===== src/rtl/fir_sample_pacer_pkg.sv =====
`default_nettype none
// ============================================================================
// Module   : fir_pkg
// Brief    : Shared sample type, default width and pacer state encoding.
// Revision : 1.0
// ============================================================================
package fir_pkg;

    localparam int c_sample_w = 20;

    typedef logic signed [c_sample_w-1:0] sample_t;

    typedef enum logic [1:0] {
        IDLE  = 2'd0,
        ISSUE = 2'd1,
        BUSY  = 2'd2
    } pacer_state_t;

endpackage
`default_nettype wire


===== src/rtl/fir_sample_pacer_if.sv =====
`default_nettype none
// ============================================================================
// Module   : fir_sample_pacer_if
// Brief    : Source valid/ready stream plus FIR strobe/completion handshake.
// Revision : 1.0
// ============================================================================
interface fir_sample_pacer_if #(
    parameter int N = fir_pkg::c_sample_w
);
    logic signed [N-1:0] s_data;
    logic                s_valid;
    logic                s_ready;
    logic signed [N-1:0] fir_in;
    logic                fir_input_ready;
    logic                fir_output_ready;

    // master is the pacer; slave is the source/filter environment
    modport master (
        input  s_data, s_valid, fir_output_ready,
        output s_ready, fir_in, fir_input_ready
    );

    modport slave (
        output s_data, s_valid, fir_output_ready,
        input  s_ready, fir_in, fir_input_ready
    );
endinterface
`default_nettype wire


===== src/rtl/fir_sample_pacer_sample_fifo.sv =====
`default_nettype none
// ============================================================================
// Module   : sample_fifo
// Brief    : Power-of-two sample FIFO with occupancy counter, no fall-through.
// Revision : 1.0
// ============================================================================
module sample_fifo #(
    parameter int N     = 20,
    parameter int DEPTH = 8
) (
    input  wire logic                   clk,
    input  wire logic                   rst,
    input  wire logic                   i_push,
    input  wire logic [N-1:0]           i_data,
    input  wire logic                   i_pop,
    output logic      [N-1:0]           o_data,
    output logic      [$clog2(DEPTH):0] o_level,
    output logic                        o_full,
    output logic                        o_empty
);
    localparam int c_aw = $clog2(DEPTH);

    logic [N-1:0]    r_mem [DEPTH];
    logic [c_aw-1:0] r_wr_ptr;
    logic [c_aw-1:0] r_rd_ptr;
    logic [c_aw:0]   r_level;
    logic            w_push;
    logic            w_pop;

    assign o_full  = (r_level == (c_aw+1)'(DEPTH));
    assign o_empty = (r_level == '0);
    assign o_level = r_level;
    assign o_data  = r_mem[r_rd_ptr];

    assign w_push = i_push && !o_full;
    assign w_pop  = i_pop && !o_empty;

    // Storage is not reset; occupancy alone defines what is valid.
    always_ff @(posedge clk) begin
        if (w_push) begin
            r_mem[r_wr_ptr] <= i_data;
        end
    end

    always_ff @(posedge clk) begin
        if (rst) begin
            r_wr_ptr <= '0;
            r_rd_ptr <= '0;
            r_level  <= '0;
        end else begin
            if (w_push) begin
                r_wr_ptr <= r_wr_ptr + 1'b1;
            end
            if (w_pop) begin
                r_rd_ptr <= r_rd_ptr + 1'b1;
            end
            case ({w_push, w_pop})
                2'b10:   r_level <= r_level + 1'b1;
                2'b01:   r_level <= r_level - 1'b1;
                default: r_level <= r_level;
            endcase
        end
    end
endmodule
`default_nettype wire


===== src/rtl/fir_sample_pacer.sv =====
`default_nettype none
// ============================================================================
// Module   : fir_sample_pacer
// Brief    : Buffers source samples and hands them to the FIR one at a time.
// Revision : 1.0
// ============================================================================
module fir_sample_pacer
    import fir_pkg::*;
#(
    parameter int N       = c_sample_w,
    parameter int DEPTH   = 8,
    parameter int TIMEOUT = 64
) (
    input  wire logic                   ck,
    input  wire logic                   rst,
    fir_sample_pacer_if.master          bus,
    output logic      [$clog2(DEPTH):0] level,
    output logic                        timeout_err
);
    localparam int                c_cw       = $clog2(TIMEOUT + 1);
    localparam logic [c_cw-1:0]   c_cnt_last = c_cw'(TIMEOUT - 1);

    pacer_state_t        r_state;
    logic signed [N-1:0] r_fir_in;
    logic                r_fir_input_ready;
    logic                r_timeout_err;
    logic [c_cw-1:0]     r_cnt;

    logic [N-1:0]        w_head;
    logic                w_full;
    logic                w_empty;
    logic                w_s_ready;
    logic                w_pop;

    // s_ready is held low during reset so nothing lands in a FIFO being cleared.
    assign w_s_ready = !w_full && !rst;
    assign w_pop     = (r_state == IDLE) && !w_empty;

    sample_fifo #(
        .N     (N),
        .DEPTH (DEPTH)
    ) u_fifo (
        .clk     (ck),
        .rst     (rst),
        .i_push  (bus.s_valid && w_s_ready),
        .i_data  (bus.s_data),
        .i_pop   (w_pop),
        .o_data  (w_head),
        .o_level (level),
        .o_full  (w_full),
        .o_empty (w_empty)
    );

    assign bus.s_ready         = w_s_ready;
    assign bus.fir_in          = r_fir_in;
    assign bus.fir_input_ready = r_fir_input_ready;
    assign timeout_err         = r_timeout_err;

    always_ff @(posedge ck) begin
        if (rst) begin
            r_state           <= IDLE;
            r_fir_in          <= '0;
            r_fir_input_ready <= 1'b0;
            r_timeout_err     <= 1'b0;
            r_cnt             <= '0;
        end else begin
            r_fir_input_ready <= 1'b0;
            case (r_state)
                IDLE: begin
                    if (!w_empty) begin
                        r_fir_in          <= w_head;
                        r_fir_input_ready <= 1'b1;
                        r_state           <= ISSUE;
                    end
                end
                ISSUE: begin
                    r_cnt   <= '0;
                    r_state <= BUSY;
                end
                BUSY: begin
                    // Completion wins over a timeout landing on the same cycle.
                    if (bus.fir_output_ready) begin
                        r_state <= IDLE;
                    end else if (r_cnt == c_cnt_last) begin
                        r_timeout_err <= 1'b1;
                        r_state       <= IDLE;
                    end else begin
                        r_cnt <= r_cnt + 1'b1;
                    end
                end
                default: r_state <= IDLE;
            endcase
        end
    end
endmodule
`default_nettype wire


===== src/flat_wrapper.sv =====
// flat-port wrapper written by rule: the top's interface ports become plain ports
module fir_sample_pacer_flat import fir_pkg::*;
#(
    parameter int N       = c_sample_w,
    parameter int DEPTH   = 8,
    parameter int TIMEOUT = 64
)
  (ck, rst, level, timeout_err, bus_s_data, bus_s_valid, bus_fir_output_ready, bus_s_ready, bus_fir_in, bus_fir_input_ready);
  fir_sample_pacer_if #(.N(N)) bus_i ();
  input  wire logic ck;
  input  wire logic rst;
  output logic      [$clog2(DEPTH):0] level;
  output logic timeout_err;
  input wire logic [$bits(bus_i.s_data)-1:0] bus_s_data;
  input wire logic [$bits(bus_i.s_valid)-1:0] bus_s_valid;
  input wire logic [$bits(bus_i.fir_output_ready)-1:0] bus_fir_output_ready;
  output wire logic [$bits(bus_i.s_ready)-1:0] bus_s_ready;
  output wire logic [$bits(bus_i.fir_in)-1:0] bus_fir_in;
  output wire logic [$bits(bus_i.fir_input_ready)-1:0] bus_fir_input_ready;
  assign bus_i.s_data = bus_s_data;
  assign bus_i.s_valid = bus_s_valid;
  assign bus_i.fir_output_ready = bus_fir_output_ready;
  assign bus_s_ready = bus_i.s_ready;
  assign bus_fir_in = bus_i.fir_in;
  assign bus_fir_input_ready = bus_i.fir_input_ready;
  fir_sample_pacer #(.N(N), .DEPTH(DEPTH), .TIMEOUT(TIMEOUT)) u_core (.ck(ck), .rst(rst), .bus(bus_i), .level(level), .timeout_err(timeout_err));
endmodule

===== config.mk =====
export PLATFORM = sky130hd
export DESIGN_NAME = fir_sample_pacer_flat
export DESIGN_NICKNAME = d
export VERILOG_FILES = /design/src/rtl/fir_sample_pacer_pkg.sv /design/src/rtl/fir_sample_pacer_if.sv /design/src/rtl/fir_sample_pacer_sample_fifo.sv /design/src/rtl/fir_sample_pacer.sv /design/src/flat_wrapper.sv
export SDC_FILE = /design/constraint.sdc
export NUM_CORES = 1
export LEC_CHECK = 0
export BUFFER_PORTS_ARGS = -buffer_cell sky130_fd_sc_hd__buf_2
export CORE_UTILIZATION = 25
export DETAILED_ROUTE_END_ITERATION = 12
export GPL_ROUTABILITY_DRIVEN = 0
export MAX_ROUTING_LAYER = met4
export PLACE_DENSITY = 0.38
export SLEW_MARGIN = 20
export SYNTH_ARGS = -nofsm -noshare
export SYNTH_HDL_FRONTEND = slang
export SYNTH_SLANG_ARGS = --single-unit

===== constraint.sdc =====
create_clock -name ck -period 3.25 [get_ports ck]
set_input_delay 0.325 -clock ck [delete_from_list [all_inputs] [get_ports ck]]
set_output_delay 0.325 -clock ck [all_outputs]
set_load 0.005 [all_outputs]

======== Word-level counts from Yosys, hierarchy flattened ========
Memories as Yosys holds them, arrays and structs flattened. A register that Yosys moved wholly into a read port is not among the register bits.
Cells that the tools add are included.
operators by class
  add/sub/neg operators ................... 5
  $mul .................................... 0
  div/mod/pow operators ................... 0
  order comparisons ....................... 0
  eq/ne operators ......................... 10
  shift operators ......................... 0
  multiplexer cells ....................... 11
  bitwise gates (word level) .............. 3
  reduce and logical (&&, ||, !) cells .... 17
operators by type and width
  kind                   count
  $mux W7                2
  $pmux W7 S2            1
  $pmux W4 S2            1
  $add A7 B1 Y7 const B  1
  $eq A7 B6 Y1 const B   1
  $add A3 B1 Y3 const B  2
  $mux W2                3
  $ne A2 B2 Y1 const B   3
  $pmux W2 S3            1
  $reduce_and A3 Y1      2
  $logic_and A1 B1 Y1    5
  $add A4 B1 Y4 const B  1
  $eq A2 B1 Y1 const B   2
  $eq A2 B2 Y1 const B   2
  $eq A4 B4 Y1 const B   1
  $logic_not A4 Y1       1
  $reduce_and A2 Y1      2
  $reduce_bool A2 Y1     2
  $sub A4 B1 Y4 const B  1
  $logic_not A1 Y1       3
  $mux W1                3
  $ne A3 B2 Y1 const B   1
  $not A1 Y1             3
  $logic_not A2 Y1       1
  $reduce_or A2 Y1       1
word-level totals
  register bits ........................... 21
  latch bits .............................. 0
  RAM bits ................................ 160
  bits in read-only memories .............. 0
  bits of input ports ..................... 24
  output and inout port bits .............. 27
  memories ................................ 1
memory list
  memory               depth  bits a word  rd ports  clocked after Yosys merged registers in  write ports  line                                text
  u_core.u_fifo.r_mem  8      20           1         1                                        1            fir_sample_pacer_sample_fifo.sv:23  logic [N-1:0] r_mem [DEPTH];

======== Longest topological paths before layout ========
  depth after elaboration ................. 7
  gate-level depth with buffers ........... 11

======== Hierarchy ========
Synthesis repeated with hierarchy kept, for this count alone.
second synthesis, totals
  cells, all modules ...................... 448
  area total of the unflattened synthesis .. 8,186.6 um2
modules (own cells, without submodules)
  module            times used  cells an instance  area an instance (um2)
  sample_fifo       1           305                6,859.1
  fir_sample_pacer  1           143                1,327.5

======== Worst setup path before layout ========
Ideal clock, no wire load.
  path kind ............................... register to register
  from .................................... register u_core.u_fifo.r_level[1], in the netlist u_core.u_fifo.o_level[1]
  to ...................................... memory u_core.u_fifo.r_mem[0][0], enable pin
  arrival time ............................ 3.099 ns
  data required time ...................... 2.802 ns
  path slack .............................. -0.297 ns
  cell stages (with the launch flop) ...... 5
  buffers on the path ..................... 1
  path through ............................ dfxtp_1 -> nor4b_1 -> or3b_2 -> buf_2 -> nor4_1
on the way
  longest elaborated chain between the ends .. 7
RTL lines
  element                          line                                                        text
  from (decl)                      fir_sample_pacer_sample_fifo.sv:26                          logic [c_aw:0] r_level;
  from (signal assigned)           fir_sample_pacer_sample_fifo.sv:58                          2'b10: r_level <= r_level + 1'b1;
  from (signal assigned)           fir_sample_pacer_sample_fifo.sv:59                          2'b01: r_level <= r_level - 1'b1;
  from (signal assigned)           fir_sample_pacer_sample_fifo.sv:60                          default: r_level <= r_level;
  $eq A4 B4 Y1 *                   fir_sample_pacer_sample_fifo.sv:30                          assign o_full = (r_level == (c_aw+1)'(DEPTH));
  $logic_not A1 Y1 *               fir_sample_pacer_sample_fifo.sv:35, fir_sample_pacer.sv:36
  $logic_and A1 B1 Y1              fir_sample_pacer.sv:36                                      assign w_s_ready = !w_full && !rst;
  $logic_and A1 B1 Y1              fir_sample_pacer.sv:45                                      .i_push (bus.s_valid && w_s_ready),
  $logic_and A1 B1 Y1 *            fir_sample_pacer_sample_fifo.sv:35                          assign w_push = i_push && !o_full;
  $mux W1 *                        fir_sample_pacer_sample_fifo.sv:40                          if (w_push) begin
  $mux W1 (not written as such) *  fir_sample_pacer_sample_fifo.sv:41                          r_mem[r_wr_ptr] <= i_data;
  to (decl)                        fir_sample_pacer_sample_fifo.sv:23
Every way passes the cells marked *; elsewhere a longest branch is shown, timed or not.

======== Worst setup path in the final report ========
  from .................................... register u_core.u_fifo.r_level[1], in the netlist u_core.u_fifo.o_level[1]
  to ...................................... register u_core.u_fifo.r_level[3], in the netlist u_core.u_fifo.o_level[3]
on the way
  longest elaborated chain between the ends .. 7
RTL lines
  element                                                   line                                                        text
  $eq A4 B4 Y1                                              fir_sample_pacer_sample_fifo.sv:30
  $logic_not A1 Y1                                          fir_sample_pacer_sample_fifo.sv:35, fir_sample_pacer.sv:36
  $logic_and A1 B1 Y1                                       fir_sample_pacer.sv:36
  $logic_and A1 B1 Y1                                       fir_sample_pacer.sv:45
  $logic_and A1 B1 Y1                                       fir_sample_pacer_sample_fifo.sv:35
  $eq A2 B1 Y1 / $eq A2 B2 Y1 (equally long branches)       fir_sample_pacer_sample_fifo.sv:57                          case ({w_push, w_pop})
  $pmux W4 S2 / $reduce_bool A2 Y1 (equally long branches)  n/a
Several ways; a longest one is shown, not always the timed one.
A chain may end at the register's enable or synchronous reset.

==> qor.txt <==
outcome -> finished clean
beginning of the worst register-to-register path -> u_core.u_fifo.o_level[1]
CTS resizes -> 0
minimum clock period -> 2.83 ns
Clock transition at path regs -> 0.06 ns
mux contribution to synthesized area -> 12.4%
most frequent cells in the layout -> 160 x edfxtp_1, 50 x buf_2, 40 x mux4_2
syn_nets -> 456
CTS Buf Count -> 24
clock buffer depth -> 3
Final ANT Viol Nets -> 0
vias in the first global route -> 4,298
hold depth -> 1
utilization after layout -> 30.9%
worst path arrival time -> 3.22 ns
CP required -> 3.64 ns
Hold WC Path Type -> in2reg
CP startpoint kind -> flop
Cell Pwr Density -> 837 nW/um2
Tightest Pin Transition -> 0.711 ns
first-pass GRT wire length -> 26,600 um
worst skew pair latency -> 0.50 ns
power consumption -> 7750 uW
Crit Path Class -> reg2reg
Max Cap Viol -> 0
Synth Area in XOR/XNOR -> 0.799%
Max-slew headroom -> 52.6%
total track usage -> 12.0%
largest family of logic cells by synthesized area -> multiplexers
Vias/cell -> 4.42
average size of a mapped cell -> 18.0 um2
hpwl dp -> 9580 um
Worst R2R End -> u_core.u_fifo.o_level[3]
Residual DRC -> 0
Die Y-Extent -> 177 um
grt ovf -> 0
Clock Sinks -> 201
via count -> 3,990
commonest non-fill, non-tap cell in the layout -> edfxtp_1
Area Overhead vs Synth -> 20.7%
IO Count -> 51
htree depth -> 1
post-synthesis simple-gate area fraction -> 7.26%
Synth cell types -> 48
Critical Path Sink Type -> flop
Peak VDD IR -> 0.365 mV
DRT iter0 DRCs -> 199
Avg WL per Cell -> 19.4 um
drt total wl -> 17,500 um
Final Cycle Share -> 87.0%
Synth Area in Compound Gates -> 3.31%
ys async rst share -> 0%
initial core utilization -> 25.6%
Max Fanout on Critical Path -> 24
worst reg2reg setup slack -> 0.42 ns
fin nets -> 523
Ys Warns -> 0
register area share after synthesis -> 73.3%
Post-synth top flop -> edfxtp_1
Final Setup Violations -> 0
share of layout cells above drive strength 1 -> 33.7%
hold path start -> bus_s_data[3]
area leader, netlist -> edfxtp_1
pin count of the biggest net entering global routing -> 40
Core Footprint -> 30,000 um2
Leak -> 0.00306 uW
Adder-Cell Fraction of Synth Area -> 0.978%
Fin. Hold Viols -> 0
Post-Route Skew -> 0.0100 ns
Die X -> 177 um
setup ws final -> 0.422 ns
synthesized area -> 7670 um2
origin of the worst setup path -> u_core.u_fifo.o_level[1]
cell count of the worst reg-to-reg path -> 7
Post-Synthesis Cells -> 426
FP Rows -> 63
Slew Viols, Final -> 0
FF+latch count, synth -> 201
Post-synth EDFFs -> 160
initial antenna violation count -> 1
top cell type's share of synthesized area -> 62.6%
root buffer cell -> clkbuf_16
Worst Hold Endpoint -> u_core.u_fifo.r_mem[5][3]
fmax -> 354 MHz
hold buffer count at cts -> 0
CTS tree -> done
TNS Setup -> 0 ns
pre-CTS setup slack -> 0.440 ns
buffers added on ports -> 50
cells taking the most area after synthesis -> edfxtp_1 63%, mux4_2 12%, dfxtp_1 11%
TritonRoute pass-1 iters -> 4
RSZ-0062 raised after global routing -> false
Post-CTS Setup Bufs -> 0
die area -> 31,400 um2
## sequential cells by signal (all words and copies together) (netlist names)
| register | cells |
|---|---|
| u_core.bus.fir_in | 20 |
| u_core.r_state | 2 |
| u_core.u_fifo.r_mem | 160 |
| u_core.r_cnt | 7 |
| u_core.u_fifo.r_wr_ptr | 3 |
| u_core.timeout_err | 1 |
| u_core.u_fifo.r_rd_ptr | 3 |
| u_core.u_fifo.o_level | 4 |
| u_core.bus.fir_input_ready | 1 |
## cells in the mapped netlist (4+ instances only)
cell,count
edfxtp_1,160
dfxtp_1,41
mux4_2,40
nor2_1,31
nor3_1,22
o22ai_1,20
clkbuf_1,9
nand2_1,7
nand3_1,7
and3_1,6
buf_2,6
ha_1,6
a21oi_1,5
nor2_2,5
buf_4,4
nand2b_1,4
nor3_2,4
xor2_1,4
## report_power, final
part           switching, uW  total (uW)  internal (uW)
Sequential               220        3220           3000
Combinational            988        1810            824
Clock                   1020        2720           1700
## layout make-up
cell class	instances	area, um2
Antenna cell	1	2.50
Multi-Input combinational cell	199	1940
Clock inverter	13	140
Tap cell	390	488
Sequential cell	201	5630
Timing Repair Buffer	64	368
Fill cell	2940	20700
Clock buffer	31	678
Inverter	3	11.3
## critical path: stages, from the launching register on
cell and delay (ns):
dfxtp_1 0.39, or4_4 0.61, and2_4 0.33, ha_1 0.46
nor4b_1 0.33, a41oi_1 0.10, o41ai_1 0.12, mux2_2 0.37
## how the worst max path moves through the flow
stage	cells past startpoint	to
2_1_floorplan	4	u_core.u_fifo.r_mem[1][0]
6_report	7	u_core.u_fifo.o_level[3]
3_5_place_dp	7	u_core.u_fifo.o_level[3]
4_1_cts	7	u_core.u_fifo.o_level[3]
5_1_grt	7	u_core.u_fifo.o_level[3]
3_3_place_gp	9	u_core.u_fifo.o_level[2]
## per-stage QoR
stage | hold WS [ns] | std cells | cell area, um2
2_1_floorplan | 0.424 | 426 | 7680
3_3_place_gp | 0.452 | 857 | 8440
3_5_place_dp | 0.469 | 857 | 8440
4_1_cts | 0.0679 | 901 | 9260
5_1_grt | 0.0849 | 902 | 9260
6_report | 0.0840 | 902 | 9260
## layer usage
layer	part of all wire, %	global-route usage, %	vias up
met5	0	-	-
met2	50	20.0	74
met4	1.7	3.38	0
met3	4.2	2.19	21
li1	-	-	1842
met1	44	14.7	2053
## cells by family after synthesis
logic type	after synthesis
multiplexers	45
flip-flops	201
buffers and inverters	26
adder cells (fa/ha/maj)	6
XOR/XNOR	7
AND/OR/NAND/NOR	102
AO/OA/AOI/OAI	39
No activity file was read; power rests on OpenSTA's default activity.
